<file path="src/rtl/ysyx_22050243_ifu_if.sv">
// Fetch-unit bundle: redirect input, instruction-memory request/response, and decode-side output.
// The master side is the IFU; the slave side is memory plus the ID/EX stages.
interface ysyx_22050243_ifu_if #(
  parameter int unsigned XLEN = 64
);
  logic            redirect_valid;
  logic [XLEN-1:0] redirect_pc;
  logic            imem_req_valid;
  logic            imem_req_ready;
  logic [XLEN-1:0] imem_req_addr;
  logic            imem_resp_valid;
  logic [31:0]     imem_resp_data;
  logic            out_valid;
  logic            out_ready;
  logic [XLEN-1:0] out_pc;
  logic [31:0]     out_inst;
  logic [6:0]      out_opcode;
  logic [2:0]      out_funct3;

  modport master (
    input  redirect_valid, redirect_pc, imem_req_ready, imem_resp_valid, imem_resp_data,
           out_ready,
    output imem_req_valid, imem_req_addr, out_valid, out_pc, out_inst, out_opcode, out_funct3
  );

  modport slave (
    output redirect_valid, redirect_pc, imem_req_ready, imem_resp_valid, imem_resp_data,
           out_ready,
    input  imem_req_valid, imem_req_addr, out_valid, out_pc, out_inst, out_opcode, out_funct3
  );
endinterface

</file>
<file path="src/rtl/ysyx_22050243_ifu.sv">
// Instruction fetch unit: owns the PC, keeps one imem read in flight at most, and buffers the
// fetched word for the ID stage. Redirects from EX override the PC in any state.
module ysyx_22050243_ifu #(
  parameter int unsigned     XLEN     = 64,
  parameter logic [XLEN-1:0] RESET_PC = XLEN'(64'h8000_0000)
) (
  input logic                 clk,
  input logic                 rst,
  ysyx_22050243_ifu_if.master ifu_io
);

  localparam logic [1:0] StReq  = 2'd0;
  localparam logic [1:0] StWait = 2'd1;
  localparam logic [1:0] StHold = 2'd2;

  logic [1:0]      state_q, state_d;
  logic [XLEN-1:0] pc_q, pc_d;
  logic [XLEN-1:0] buf_pc_q, buf_pc_d;
  logic [31:0]     inst_q, inst_d;
  logic            kill_q, kill_d;
  logic            req_valid, out_valid, req_fire, out_fire;

  // A redirect masks both handshakes so nothing is issued or delivered on a stale path.
  always_comb begin
    req_valid = (state_q == StReq) && !ifu_io.redirect_valid && !rst;
    out_valid = (state_q == StHold) && !ifu_io.redirect_valid && !rst;
    req_fire  = req_valid && ifu_io.imem_req_ready;
    out_fire  = out_valid && ifu_io.out_ready;

    ifu_io.imem_req_valid = req_valid;
    ifu_io.imem_req_addr  = pc_q;
    ifu_io.out_valid      = out_valid;
    ifu_io.out_pc         = buf_pc_q;
    ifu_io.out_inst       = inst_q;
    ifu_io.out_opcode     = inst_q[6:0];
    ifu_io.out_funct3     = inst_q[14:12];
  end

  always_comb begin
    state_d  = state_q;
    pc_d     = pc_q;
    buf_pc_d = buf_pc_q;
    inst_d   = inst_q;
    kill_d   = kill_q;

    case (state_q)
      StReq: begin
        if (req_fire) state_d = StWait;
      end
      StWait: begin
        if (ifu_io.imem_resp_valid) begin
          if (kill_q || ifu_io.redirect_valid) begin
            kill_d  = 1'b0;
            state_d = StReq;
          end else begin
            inst_d   = ifu_io.imem_resp_data;
            buf_pc_d = pc_q;
            state_d  = StHold;
          end
        end else if (ifu_io.redirect_valid) begin
          // Response for the old PC is still coming; remember to drop it.
          kill_d = 1'b1;
        end
      end
      StHold: begin
        if (ifu_io.redirect_valid) begin
          state_d = StReq;
        end else if (out_fire) begin
          pc_d    = pc_q + XLEN'(4);
          state_d = StReq;
        end
      end
      default: state_d = StReq;
    endcase

    if (ifu_io.redirect_valid) pc_d = ifu_io.redirect_pc;
  end

  always_ff @(posedge clk) begin
    if (rst) begin
      state_q  <= StReq;
      pc_q     <= RESET_PC;
      buf_pc_q <= '0;
      inst_q   <= '0;
      kill_q   <= 1'b0;
    end else begin
      state_q  <= state_d;
      pc_q     <= pc_d;
      buf_pc_q <= buf_pc_d;
      inst_q   <= inst_d;
      kill_q   <= kill_d;
    end
  end

  resp_only_in_wait_a : assert property (
    @(posedge clk) disable iff (rst) ifu_io.imem_resp_valid |-> (state_q == StWait)
  );

endmodule

</file>
<file path="src/flat_wrapper.sv">
// flat-port wrapper written by rule: the top's interface ports become plain ports
module ysyx_22050243_ifu_flat 
#(
  parameter int unsigned     XLEN     = 64,
  parameter logic [XLEN-1:0] RESET_PC = XLEN'(64'h8000_0000)
)
  (clk, rst, ifu_io_redirect_valid, ifu_io_redirect_pc, ifu_io_imem_req_ready, ifu_io_imem_resp_valid, ifu_io_imem_resp_data, ifu_io_out_ready, ifu_io_imem_req_valid, ifu_io_imem_req_addr, ifu_io_out_valid, ifu_io_out_pc, ifu_io_out_inst, ifu_io_out_opcode, ifu_io_out_funct3);
  ysyx_22050243_ifu_if #(.XLEN(XLEN)) ifu_io_i ();
  input logic clk;
  input logic rst;
  input wire logic [$bits(ifu_io_i.redirect_valid)-1:0] ifu_io_redirect_valid;
  input wire logic [$bits(ifu_io_i.redirect_pc)-1:0] ifu_io_redirect_pc;
  input wire logic [$bits(ifu_io_i.imem_req_ready)-1:0] ifu_io_imem_req_ready;
  input wire logic [$bits(ifu_io_i.imem_resp_valid)-1:0] ifu_io_imem_resp_valid;
  input wire logic [$bits(ifu_io_i.imem_resp_data)-1:0] ifu_io_imem_resp_data;
  input wire logic [$bits(ifu_io_i.out_ready)-1:0] ifu_io_out_ready;
  output wire logic [$bits(ifu_io_i.imem_req_valid)-1:0] ifu_io_imem_req_valid;
  output wire logic [$bits(ifu_io_i.imem_req_addr)-1:0] ifu_io_imem_req_addr;
  output wire logic [$bits(ifu_io_i.out_valid)-1:0] ifu_io_out_valid;
  output wire logic [$bits(ifu_io_i.out_pc)-1:0] ifu_io_out_pc;
  output wire logic [$bits(ifu_io_i.out_inst)-1:0] ifu_io_out_inst;
  output wire logic [$bits(ifu_io_i.out_opcode)-1:0] ifu_io_out_opcode;
  output wire logic [$bits(ifu_io_i.out_funct3)-1:0] ifu_io_out_funct3;
  assign ifu_io_i.redirect_valid = ifu_io_redirect_valid;
  assign ifu_io_i.redirect_pc = ifu_io_redirect_pc;
  assign ifu_io_i.imem_req_ready = ifu_io_imem_req_ready;
  assign ifu_io_i.imem_resp_valid = ifu_io_imem_resp_valid;
  assign ifu_io_i.imem_resp_data = ifu_io_imem_resp_data;
  assign ifu_io_i.out_ready = ifu_io_out_ready;
  assign ifu_io_imem_req_valid = ifu_io_i.imem_req_valid;
  assign ifu_io_imem_req_addr = ifu_io_i.imem_req_addr;
  assign ifu_io_out_valid = ifu_io_i.out_valid;
  assign ifu_io_out_pc = ifu_io_i.out_pc;
  assign ifu_io_out_inst = ifu_io_i.out_inst;
  assign ifu_io_out_opcode = ifu_io_i.out_opcode;
  assign ifu_io_out_funct3 = ifu_io_i.out_funct3;
  ysyx_22050243_ifu #(.XLEN(XLEN), .RESET_PC(RESET_PC)) u_core (.clk(clk), .rst(rst), .ifu_io(ifu_io_i));
endmodule
</file>
<file path="config.mk">
export PLATFORM = sky130hd
export DESIGN_NAME = ysyx_22050243_ifu_flat
export DESIGN_NICKNAME = d
export VERILOG_FILES = /design/src/rtl/ysyx_22050243_ifu_if.sv /design/src/rtl/ysyx_22050243_ifu.sv /design/src/flat_wrapper.sv
export SDC_FILE = /design/constraint.sdc
export NUM_CORES = 1
export LEC_CHECK = 0
export CORE_ASPECT_RATIO = 1.75
export CORE_MARGIN = 4
export CORE_UTILIZATION = 46
export CTS_BUF_LIST = sky130_fd_sc_hd__clkbuf_8
export CTS_CLUSTER_SIZE = 10
export DETAILED_ROUTE_END_ITERATION = 6
export GPL_TIMING_DRIVEN = 0
export HOLD_SLACK_MARGIN = 0.03
export PLACE_DENSITY = 0.94
export SLEW_MARGIN = 30
export SYNTH_ARGS = -nofsm -noshare
export SYNTH_HDL_FRONTEND = slang
export SYNTH_SLANG_ARGS = --single-unit
</file>
<file path="constraint.sdc">
create_clock -name clk -period 2.3 [get_ports clk]
set_input_delay 0.23 -clock clk [delete_from_list [all_inputs] [get_ports clk]]
set_output_delay 0.23 -clock clk [all_outputs]
set_load 0.005 [all_outputs]
</file>
==> Word-level counts from Yosys, hierarchy flattened <==
Index checks and enable logic that the tools add are counted.
{ "totals": {"regBits": 163, "inputBits": 102, "output_inout_bits": 172, "wordCells": 42} }
{ "op_classes": {"add_sub_neg": 1, "eq_ne": 6, "n_mux": 12, "bitwise": 1, "reduce_logical": 17} }
{ "ops": {"columns": ["cell", "n"], "rows": [
  ["$mux 64", 3],
  ["$add 64x3->64 const B", 1],
  ["$mux 2", 5],
  ["$reduce_and 3->1", 3],
  ["$logic_and 1x1->1", 6],
  ["$pmux 2 s3", 1],
  ["$reduce_bool 2->1", 3],
  ["$ne 2x1->1 const B", 2],
  ["$mux 1", 3],
  ["$ne 3x2->1 const B", 1],
  ["$eq 2x1->1 const B", 1],
  ["$eq 2x2->1 const B", 1],
  ["$logic_not 1->1", 2],
  ["$logic_not 2->1", 1],
  ["$ne 2x2->1 const B", 1],
  ["$reduce_and 2->1", 1],
  ["$logic_or 1x1->1", 1],
  ["$not 1->1", 1]
]} }

==> Logic depth before layout (Yosys ltp) <==
Gate-level depths: netlist of the first run.
{ "logic_depth": {"depth_word": 7, "depth_mapped": 8, "depth_no_buf": 6} }

==> Worst setup path before layout of the first run <==
Ideal clock, no wire load.
{ "synth_timing": {"kind": "reg2reg", "startpoint": "register u_core.pc_q[2], in the netlist u_core.ifu_io.imem_req_addr[2]", "endpoint": "register u_core.pc_q[36], in the netlist u_core.ifu_io.imem_req_addr[36]", "setup_ns": 0.091, "arrival_time_ns": 2.001, "t_required_ns": 2.209, "setup_slack_ns": 0.208, "stages_incl_launch_ff": 7, "path_buffers": 0, "synth_period_minus_slack_ns": 2.092, "cell_sequence": "dfxtp_1 ha_1 nand2_1 nor3_2 nand4_2 or4_1 a311oi_1"} }
{ "synth_between": {"elab_chain_len": 4} }
{ "synth_lines": {"columns": ["element", "line_no", "text"], "rows": [
  ["from (decl)", "ysyx_22050243_ifu.sv:17", "logic [XLEN-1:0] pc_q, pc_d;"],
  ["from (signal assigned)", "ysyx_22050243_ifu.sv:88", "pc_q <= pc_d;"],
  ["$add 64x3->64", "ysyx_22050243_ifu.sv:69", "pc_d = pc_q + XLEN'(4);"],
  ["$mux 64", "ysyx_22050243_ifu.sv:68", "end else if (out_fire) begin"],
  ["$mux 64", "ysyx_22050243_ifu.sv:46", "case (state_q)"],
  ["$mux 64", "ysyx_22050243_ifu.sv:76", "if (ifu_io.redirect_valid) pc_d = ifu_io.redirect_pc;"]
]} }
Every way passes these cells. The select of a mux whose other input is x is not followed.
A chain may end at the register's enable or synchronous reset.

==> Worst setup path in the final report of the first run <==
{ "layout_timing": {"startpoint": "register u_core.state_q[1]", "endpoint": "register u_core.pc_q[30], in the netlist u_core.ifu_io.imem_req_addr[30]"} }
{ "layout_between": {"elab_chain_len": 6, "elab_cells_between_ends": 7, "cone_classes": "eq/ne (1); reduce/logical (6)"} }
{ "layout_lines": {"columns": ["element", "line_no", "text"], "rows": [
  ["from (decl)", "ysyx_22050243_ifu.sv:16", "logic [1:0] state_q, state_d;"],
  ["from (signal assigned)", "ysyx_22050243_ifu.sv:81", "state_q <= StReq;"],
  ["from (signal assigned)", "ysyx_22050243_ifu.sv:87", "state_q <= state_d;"],
  ["$eq 2x2->1 *", "ysyx_22050243_ifu.sv:26, ysyx_22050243_ifu.sv:46", null],
  ["$logic_and 1x1->1 (2 in a row)", "ysyx_22050243_ifu.sv:26", "out_valid = (state_q == StHold) && !ifu_io.redirect_valid && !rst;"],
  ["$logic_and 1x1->1", "ysyx_22050243_ifu.sv:28", "out_fire = out_valid && ifu_io.out_ready;"],
  ["$reduce_bool 2->1 (no source line)", null, null],
  ["$reduce_and 2->1 (no source line) *", null, null]
]} }
Every way passes the cells marked *; elsewhere a longest branch is shown, timed or not.

==> impl_metrics.yaml, run 1 <==
clocking:
  cts-buffers-inserted: 17
  clock_insertion_delay_worst_skew_ns: 0.47
  cts_hold_buffers: 0
  cts.sinks: 163
  max-clock-path-buffers: 2
  htree_levels: 4
  cts.root.buffer_cell: "clkbuf_8"
  tritoncts: "yes"
  clkSlewWorstSetupHoldPaths_ns: 0.10
die:
  start_util_pct: 46.6
  die_span_y_um: 175
  rows: 61
  die_area_mm2: 0.0182
  fp.coreArea_mm2: 0.0158
  die_w_um: 104
  top_level_ports: 274
power:
  power.leakage_nw: 3.76
  powerDensity_mw_per_mm2: 533
  power_switching_mw: 1.65
  irDropWorstVdd_v: 0.000396
  p_sw_share_pct: 27.7
  seqPwrFrac_pct: 51.7
  combinationalPowerShare_pct: 12.3
  internal-power_mw: 4.31
  clockPowerShare_pct: 36.0
  total_power_mw: 5.95
critical_path:
  crit_path_cell_trace: "and3b_1 -> clkbuf_2 -> nand4_1 -> buf_4 -> o21ai_0 -> a311oi_2"
  worstReg2RegStart: "u_core.state_q[1]"
  crit_arrival_ns: 2.59
  timing.rr.end: "u_core.ifu_io.imem_req_addr[30]"
  crit_path_max_fanout: 10
  worstPathRequired_ns: 2.60
  timing.reg2reg.setup_slack_ns: 0.007
  max_stage_delay_ns: 0.43
  reg2regPathDepth: 6
  criticalPathCategory: "reg2reg"
  worst_setup_path_start_kind: "flop"
  worst_setup_path_end_kind: "flop"
  timing.critical_path.slowest_stage_cell: "dfxtp_2"
cells_and_area:
  post_route_cells_drive_above_1_share_pct: 11.6
  leading_cell_type_in_the_layout_fill_and_taps_excluded: "clkdlybuf4s50_1"
  areaGrowthSynthToFinish_pct: 51.6
  filler_cell_count: 1195
  finish.instance_area_mm2: 0.0112
  layout_common_cells: "clkdlybuf4s50_1 (270), nand2_1 (233), dfxtp_1 (138), a21oi_1 (114), nor2_1 (60)"
  fin_nets: 1355
synth:
  async_flop_share_pct: 0
  synth_seq_area_share_pct: 44.3
  synth.ff_latch_count: 163
  syn_area_per_cell_um2: 7.85
  syn-cell-area_mm2: 0.00737
  count_of_unique_library_cells_instantiated_by_yosys: 57
  synth_edf_count: 0
  yosys_warnings: 0
  syn_inst: 938
  syn-num-nets: 1041
  synthFlopType: "dfxtp_1"
routing:
  drt_iter0_markers: 846
  antenna_violating_nets_post_route: 0
  routed_wire_length_per_instance_um: 20.4
  viasPerCell: 5.93
  dr.pass1.iters: 7
  num_vias: 8633
  routed_wirelength_um: 29700
  drcViolationCount: 8
global_routing:
  groute.usage.overall_pct: 31.4
  antenna_found_initial: 2
  first_pass_grt_wire_length_um: 45400
  vias_in_the_first_global_route: 8508
  global_route.overflow_total: 0
  maximum_number_of_pins_on_one_net_before_global_route_repair: 17
worst_hold_path:
  holdCritPathClass: "in2reg"
  hold_path_endpoint: "u_core.ifu_io.out_inst[27]"
  holdCritStartpoint: "ifu_io_imem_resp_data[27]"
  worst_hold_path_depth: 3
timing:
  post-route-period-util_pct: 99.7
  worst_slew_margin_rel_pct: 48.3
  worst_slew_pin_slew_ns: 0.768
  finalCriticalPeriod_ns: 2.29
  clock_skew_ns: 0.0183
  maxSlewViolCount: 0
  fmax_mhz: 436
  finalSetupViolCount: 0
  hold_viol: 0
status:
  failed_checks: "DRC"
  run_status: "finished with violations"
placed_design:
  routabilityCongestion: 0.970
  io_buffer_count: 272
  dpl_cell_area_mm2: 0.0103
  place_hpwl_um: 21600
job:
  maxCapViolations: 0
-- worst max-delay path, delay by kind of cell, from the launching register on --
family / cells / cell delay (ns)
buffers and inverters: 2 / 0.63
flip-flops: 1 / 0.43
AND/OR/NAND/NOR: 2 / 0.63
AO/OA/AOI/OAI: 2 / 0.44
-- per-layer routing --
| layer | track usage, % | up-vias | wire [um] |
|---|---|---|---|
| met4 | 18.6 | 0 | 1820 |
| met5 | 0 | - | 0 |
| met3 | 6.69 | 158 | 2540 |
| met1 | 33.9 | 3991 | 10300 |
| met2 | 56.1 | 546 | 15100 |
| li1 | - | 3938 | - |
-- power groups by stage --
stage                     Clock [mW]  Combinational, mW  Sequential (mW)
after global routing            2.26              0.783             3.09
after global placement             0              0.690             3.12
final                           2.14              0.733             3.08
after detailed placement           0              0.702             3.12
after CTS                       2.14              0.716             3.06
after floorplan                    0              0.249             3.08
-- cell families after synthesis --
family	count (synthesis)	synth area share, %
AO/OA/AOI/OAI	202	16.7
XOR/XNOR	24	2.85
adder cells (fa/ha/maj)	1	0.170
buffers and inverters	85	4.91
flip-flops	163	44.3
multiplexers	9	1.26
AND/OR/NAND/NOR	454	29.8
-- synth_stat cells, drive strengths merged (10+ instances only) --
library cell / instances / share of area (%)
nand3: 30 / 2.1
or4: 15 / 1.5
or3: 17 / 1.4
nor4: 15 / 1.8
clkbuf: 54 / 2.8
nand4: 37 / 3.6
nand2: 236 / 12
a311oi: 15 / 1.8
inv: 10 / 0.51
dfxtp: 163 / 44
xor2: 16 / 1.9
nor3: 14 / 1.3
nor2: 63 / 3.2
a21oi: 114 / 7.7
buf: 21 / 1.6
a211oi: 18 / 1.8
o211ai: 12 / 1.2
o31ai: 11 / 1.1
-- flip-flops by register name (all words and copies together) (netlist names) --
| signal | flops |
|---|---|
| u_core.ifu_io.out_pc | 64 |
| u_core.state_q | 2 |
| u_core.ifu_io.out_inst | 32 |
| u_core.kill_q | 1 |
| u_core.ifu_io.imem_req_addr | 64 |
-- timing repair --
| action | in CTS | in global routing |
|---|---|---|
| pin swaps | 5 | 8 |
| endpoints found under the hold margin | 0 | 0 |
| gates resized for setup | 34 | 53 |
| buffers inserted | 15 | 9 |
| setup endpoints to repair | 83 | 82 |
-- through the flow --
step	hold slack (ns)	instances	setup TNS [ns]	util (%)	setup WS (ns)
global route	0.299	1455	-0.200	70.7	-0.0818
floorplan	0.327	938	0	-	0.208
finish	0.298	1456	0	70.7	0.00720
detailed placement	0.445	1399	-51.01	65.4	-0.789
CTS	0.295	1445	0	69.3	0.00520
global placement	0.441	1399	-46.45	65.4	-0.735
-- layout make-up --
cell class | instances | area [um2] | share of cell area, %
plain buffers | 74 | 357 | 3.19
diodes | 3 | 7.51 | 0.0672
inverters | 10 | 37.5 | 0.336
clock buffers | 17 | 234 | 2.09
clock inverters | 14 | 153 | 1.37
well taps | 189 | 236 | 2.12
flip-flops and latches | 163 | 3300 | 29.5
repair buffers | 296 | 2910 | 26.1
multi-input cells | 690 | 3940 | 35.2
-- worst max-delay path by stage --
stage,to,start
after floorplan,u_core.ifu_io.imem_req_addr[36],u_core.ifu_io.imem_req_addr[2]
after global placement,u_core.ifu_io.out_pc[39],ifu_io_redirect_valid
after detailed placement,u_core.ifu_io.out_pc[45],ifu_io_redirect_valid
after CTS,u_core.ifu_io.imem_req_addr[36],u_core.ifu_io.imem_req_addr[20]
after global routing,u_core.ifu_io.imem_req_addr[29],u_core.ifu_io.imem_req_addr[20]
final,u_core.ifu_io.imem_req_addr[30],u_core.state_q[1]
No activity file was read; power rests on OpenSTA's default activity.
==> run 2, diff against run 1 <==
PLACE_DENSITY = 0.83   (was 0.94)
==> impl_metrics.yaml, run 2 (synthesis results as in run 1) <==
timing:
  post-route-period-util_pct: 99.8
  finalSetupViolCount: 0
  fin_ws_ns: 0.00472
  fmax_mhz: 436
  worst_slew_margin_rel_pct: 43.1
  finalCriticalPeriod_ns: 2.30
  clock_skew_ns: 0.0139
  worst_slew_pin_slew_ns: 0.853
  hold_viol: 0
  maxSlewViolCount: 0
die:
  fp.coreArea_mm2: 0.0158
  start_util_pct: 46.6
  top_level_ports: 274
  die_area_mm2: 0.0182
  die_w_um: 104
  rows: 61
  die_span_y_um: 175
placed_design:
  routabilityCongestion: 0.954
  io_buffer_count: 272
  place_hpwl_um: 21300
  post-place-cells: 1399
  place_worst_setup_slack_ns: -0.728
worst_hold_path:
  holdCritPathClass: "in2reg"
critical_path:
  critical_path.n_buffers_inverters: 1
  worst_setup_path_end_kind: "flop"
  criticalPathCategory: "reg2reg"
  worstPathRequired_ns: 2.67
  timing.critical_path.slowest_stage_cell: "or4_1"
  crit_arrival_ns: 2.66
  cp_top_family: "simple AND/OR/NAND/NOR gates"
  max_stage_delay_ns: 0.49
  timing.reg2reg.setup_slack_ns: 0.005
  crit_path_max_fanout: 6
  worst_setup_path_start_kind: "flop"
  crit_path_cell_trace: "nand4_1 -> nor4_4 -> buf_4 -> nand2_2 -> or4_1 -> a311oi_1"
cells_and_area:
  filler_cell_count: 1260
  seqCellArea_mm2: 0.00329
  leading_cell_type_in_the_layout_fill_and_taps_excluded: "clkdlybuf4s50_1"
  areaGrowthSynthToFinish_pct: 52.2
  multi_input_comb_area_mm2: 0.00389
  antenna_cells_inserted: 0
  fin_nets: 1362
  finalNonFillerCells: 1460
  post_route_cells_drive_above_1_share_pct: 11.2
  layout_common_cells: "clkdlybuf4s50_1 (270), nand2_1 (233), dfxtp_1 (145), a21oi_1 (114), nor2_1 (61)"
clocking:
  cts.root.buffer_cell: "clkbuf_8"
  clkSlewWorstSetupHoldPaths_ns: 0.09
  htree_levels: 4
  tritoncts: "yes"
  clock_insertion_delay_worst_skew_ns: 0.46
  max-clock-path-buffers: 2
  cts-buffers-inserted: 17
  cts.sinks: 163
global_routing:
  first_pass_grt_wire_length_um: 44200
  vias_in_the_first_global_route: 8162
  antenna_found_initial: 0
  groute.usage.overall_pct: 30.6
  maximum_number_of_pins_on_one_net_before_global_route_repair: 17
  global_route.overflow_total: 0
power:
  irDropWorstVdd_v: 0.000361
  powerDensity_mw_per_mm2: 543
  power.leakage_nw: 3.84
status:
  run_status: "finished, final reports clean"
routing:
  num_vias: 8529
  drt_iter0_markers: 785
  routed_wirelength_um: 29300
  dr.pass1.iters: 7
  antenna_violating_nets_post_route: 0
  drcViolationCount: 0
  viasPerCell: 5.84
  routed_wire_length_per_instance_um: 20.0
job:
  maxCapViolations: 0
[run 2: changes by cell type in the layout (fill, tap and decap cells not counted), sizes merged]
cell | previous run | this run
buf | 43 | 48
bufinv | 2 | 4
clkbuf | 72 | 74
clkinv | 3 | 5
clkinvlp | 4 | 1
diode | 3 | 0
dlygate4sd2 | 2 | 0
dlymetal6s2s | 0 | 2
inv | 15 | 14
[run 2: final timing paths]
path,from,endpoint,depth (start not counted)
hold reg to reg,u_core.ifu_io.out_inst[11],u_core.ifu_io.out_inst[11],2
setup / recovery,u_core.ifu_io.imem_req_addr[30],u_core.ifu_io.imem_req_addr[57],6
setup reg to reg,u_core.ifu_io.imem_req_addr[30],u_core.ifu_io.imem_req_addr[57],6
hold / removal,ifu_io_imem_resp_data[21],u_core.ifu_io.out_inst[21],3
[run 2: per-stage QoR]
step	power, mW	hold WS (ns)	area (um2)	utilization [%]	setup TNS, ns
floorplan	3.33	0.327	7370	-	0
global placement	3.81	0.441	10300	65.4	-43.67
detailed placement	3.83	0.445	10300	65.4	-45.00
CTS	6.07	0.294	11000	69.7	0
global route	6.28	0.294	11200	71.0	-0.599
finish	6.09	0.309	11200	71.0	0
[run 2: layout make-up]
cell class	count	share of cell area, %
inverter	10	0.335
clock buffer	17	2.09
tap	189	2.11
clock inverter	14	1.69
sequential	163	29.4
multi-input combinational	690	34.7
buffer	74	3.25
timing repair buffer	303	26.4
[run 2: metal layers]
layer  vias to the layer above  share of wire (%)  routed length (um)  global-route usage [%]
met4                         0                6.1                1800                    17.4
met5                         -                  0                   0                       0
met1                      3912                 35               10100                    33.8
li1                       3963                  -                   -                       -
met3                       139                8.6                2520                    7.13
met2                       515                 51               14800                    53.9
[run 2: report_power, final]
| group | internal (mW) | total [mW] | switching, mW | leakage [nW] |
|---|---|---|---|---|
| Clock | 1.18 | 2.29 | 1.11 | 0.219 |
| Combinational | 0.415 | 0.723 | 0.308 | 2.29 |
| Sequential | 2.91 | 3.08 | 0.163 | 1.34 |
[run 2: tightest hold or removal path: stages]
cell and delay (ns):
clkdlybuf4s50_1 0.39, nand2_1 0.05, a21oi_1 0.05
[run 2: timing repair]
item	in CTS	in global routing
endpoints found under the setup margin	81	85
hold buffers	0	0
resized for setup	37	44
buffers inserted	17	14
pin swaps	9	8
==> run 3, diff against run 2 <==
REMOVE_ABC_BUFFERS = 1   (was not set)
==> impl_metrics.yaml, run 3 (synthesis results as in run 1) <==
status:
  run_status: "finished, final reports clean"
timing:
  maxSlewViolCount: 0
  unrepaired_setup_endpoints_after_global_routing: "no"
  clock_skew_ns: 0.0271
  hold_viol: 0
  finalSetupViolCount: 0
  post-route-period-util_pct: 95.0
  fin_ws_ns: 0.115
  finalCriticalPeriod_ns: 2.19
  worst_slew_pin_slew_ns: 0.696
  fmax_mhz: 458
  worst_slew_margin_rel_pct: 53.6
  setup-tns-final_ns: 0
die:
  fp.coreArea_mm2: 0.0158
  die_span_y_um: 175
  start_util_pct: 46.6
  rows: 61
  die_area_mm2: 0.0182
  die_w_um: 104
  top_level_ports: 274
global_routing:
  global_route.overflow_total: 0
  vias_in_the_first_global_route: 7837
  groute.usage.overall_pct: 27.0
  first_pass_grt_wire_length_um: 40200
  maximum_number_of_pins_on_one_net_before_global_route_repair: 89
  antenna_found_initial: 0
cells_and_area:
  layout_common_cells: "clkdlybuf4s50_1 (271), nand2_1 (233), dfxtp_1 (148), a21oi_1 (114), nor2_1 (61)"
  antenna_cells_inserted: 0
  fin_nets: 1304
  finalNonFillerCells: 1403
  final_core_utilization_pct: 69.8
  leading_cell_type_in_the_layout_fill_and_taps_excluded: "clkdlybuf4s50_1"
  areaGrowthSynthToFinish_pct: 49.7
  multi_input_comb_area_mm2: 0.00391
  filler_cell_count: 1304
  seqCellArea_mm2: 0.00329
  post_route_cells_drive_above_1_share_pct: 10.5
power:
  seqPwrFrac_pct: 52.9
  powerDensity_mw_per_mm2: 526
  power.leakage_nw: 3.71
  power_switching_mw: 1.62
  total_power_mw: 5.80
  combinationalPowerShare_pct: 11.7
  p_sw_share_pct: 28.0
  irDropWorstVdd_v: 0.000411
  internal-power_mw: 4.17
  clockPowerShare_pct: 35.4
critical_path:
  timing.rr.end: "u_core.ifu_io.imem_req_addr[57]"
  crit_arrival_ns: 2.55
  timing.reg2reg.setup_slack_ns: 0.11
  max_stage_delay_ns: 0.47
  crit_path_cell_trace: "nand4_1 -> nor4_4 -> buf_4 -> nand2_2 -> or4_1 -> a311oi_1"
  worst_setup_path_end_kind: "flop"
  reg2regPathDepth: 6
  timing.critical_path.slowest_stage_cell: "or4_1"
  crit_path_max_fanout: 7
  worstPathRequired_ns: 2.67
  critical_path.n_buffers_inverters: 1
  criticalPathCategory: "reg2reg"
  cp_top_family: "simple AND/OR/NAND/NOR gates"
  worst_setup_path_start_kind: "flop"
  worstReg2RegStart: "u_core.ifu_io.imem_req_addr[27]"
clocking:
  cts-buffers-inserted: 17
  max-clock-path-buffers: 2
  htree_levels: 4
  cts.root.buffer_cell: "clkbuf_8"
  cts.sinks: 163
  clkSlewWorstSetupHoldPaths_ns: 0.11
  clock_insertion_delay_worst_skew_ns: 0.46
  tritoncts: "yes"
routing:
  num_vias: 7928
  drt_iter0_markers: 260
  drcViolationCount: 0
  dr.pass1.iters: 5
  routed_wire_length_per_instance_um: 18.0
  viasPerCell: 5.65
  routed_wirelength_um: 25300
  antenna_violating_nets_post_route: 0
placed_design:
  place_worst_setup_slack_ns: -1.03
  io_buffer_count: 273
  routabilityCongestion: 0.817
  place_hpwl_um: 18100
  post-place-cells: 1342
worst_hold_path:
  holdCritStartpoint: "rst"
  hold_path_endpoint: "u_core.ifu_io.imem_req_addr[4]"
  worst_hold_path_depth: 2
  holdCritPathClass: "in2reg"
job:
  maxCapViolations: 0
run 3: changes by cell type in the layout (fill, tap and decap cells not counted), sizes merged:
cell           before  now
clkbuf             74   19
bufinv              4    0
inv                14   18
clkinv              5    3
dlymetal6s2s        2    0
clkdlybuf4s50     270  271
clkinvlp            1    2
run 3: through the flow:
step / area (um2) / hold WS [ns]
after global routing: 11000 / 0.211
final: 11000 / 0.187
after floorplan: 7040 / 0.299
after CTS: 10800 / 0.177
after global placement: 10000 / 0.441
after detailed placement: 10200 / 0.445
run 3: worst max-delay path by stage:
stage / end / slack [ns] / start / cells after the start
2_1_floorplan: u_core.ifu_io.out_inst[0] / -3.46 / u_core.state_q[0] / 5
3_3_place_gp: u_core.ifu_io.out_pc[26] / -8.97 / ifu_io_redirect_valid / 4
3_5_place_dp: u_core.ifu_io.imem_req_addr[62] / -1.03 / ifu_io_out_ready / 7
4_1_cts: u_core.ifu_io.imem_req_addr[26] / 0.007 / u_core.ifu_io.imem_req_addr[16] / 5
5_1_grt: u_core.ifu_io.imem_req_addr[59] / 0.004 / u_core.state_q[0] / 6
6_report: u_core.ifu_io.imem_req_addr[57] / 0.11 / u_core.ifu_io.imem_req_addr[27] / 6
run 3: per-layer routing:
layer	up-vias	track usage, %	share of wire (%)
li1	3844	-	-
met1	3742	29.1	37
met2	290	51.0	54
met3	52	5.26	5.7
met4	0	11.6	3.3
met5	-	0	0
run 3: timing repair:
item | in CTS | in global routing
hold buffers | 0 | 0
hold endpoints to repair | 0 | 0
setup endpoints to repair | 59 | 53
gates resized for setup | 19 | 25
pin swaps | 9 | 10
setup buffers | 14 | 15
run 3: layout make-up:
cell class                      instances  share of cell area, %
Tap cell                              189                   2.14
Inverter                               10                  0.363
Multi-Input combinational cell        690                   35.4
Timing Repair Buffer                  319                   28.8
Clock inverter                         13                   1.06
Clock buffer                           19                   2.37
Sequential cell                       163                   29.8
run 3: power groups by stage:
stage / registers [mW] / logic (mW) / clock network [mW]
final: 3.07 / 0.680 / 2.05
after global routing: 3.08 / 0.736 / 2.19
after CTS: 3.06 / 0.680 / 2.09
after detailed placement: 3.12 / 0.673 / 0
after global placement: 3.12 / 0.659 / 0
after floorplan: 3.09 / 0.186 / 0
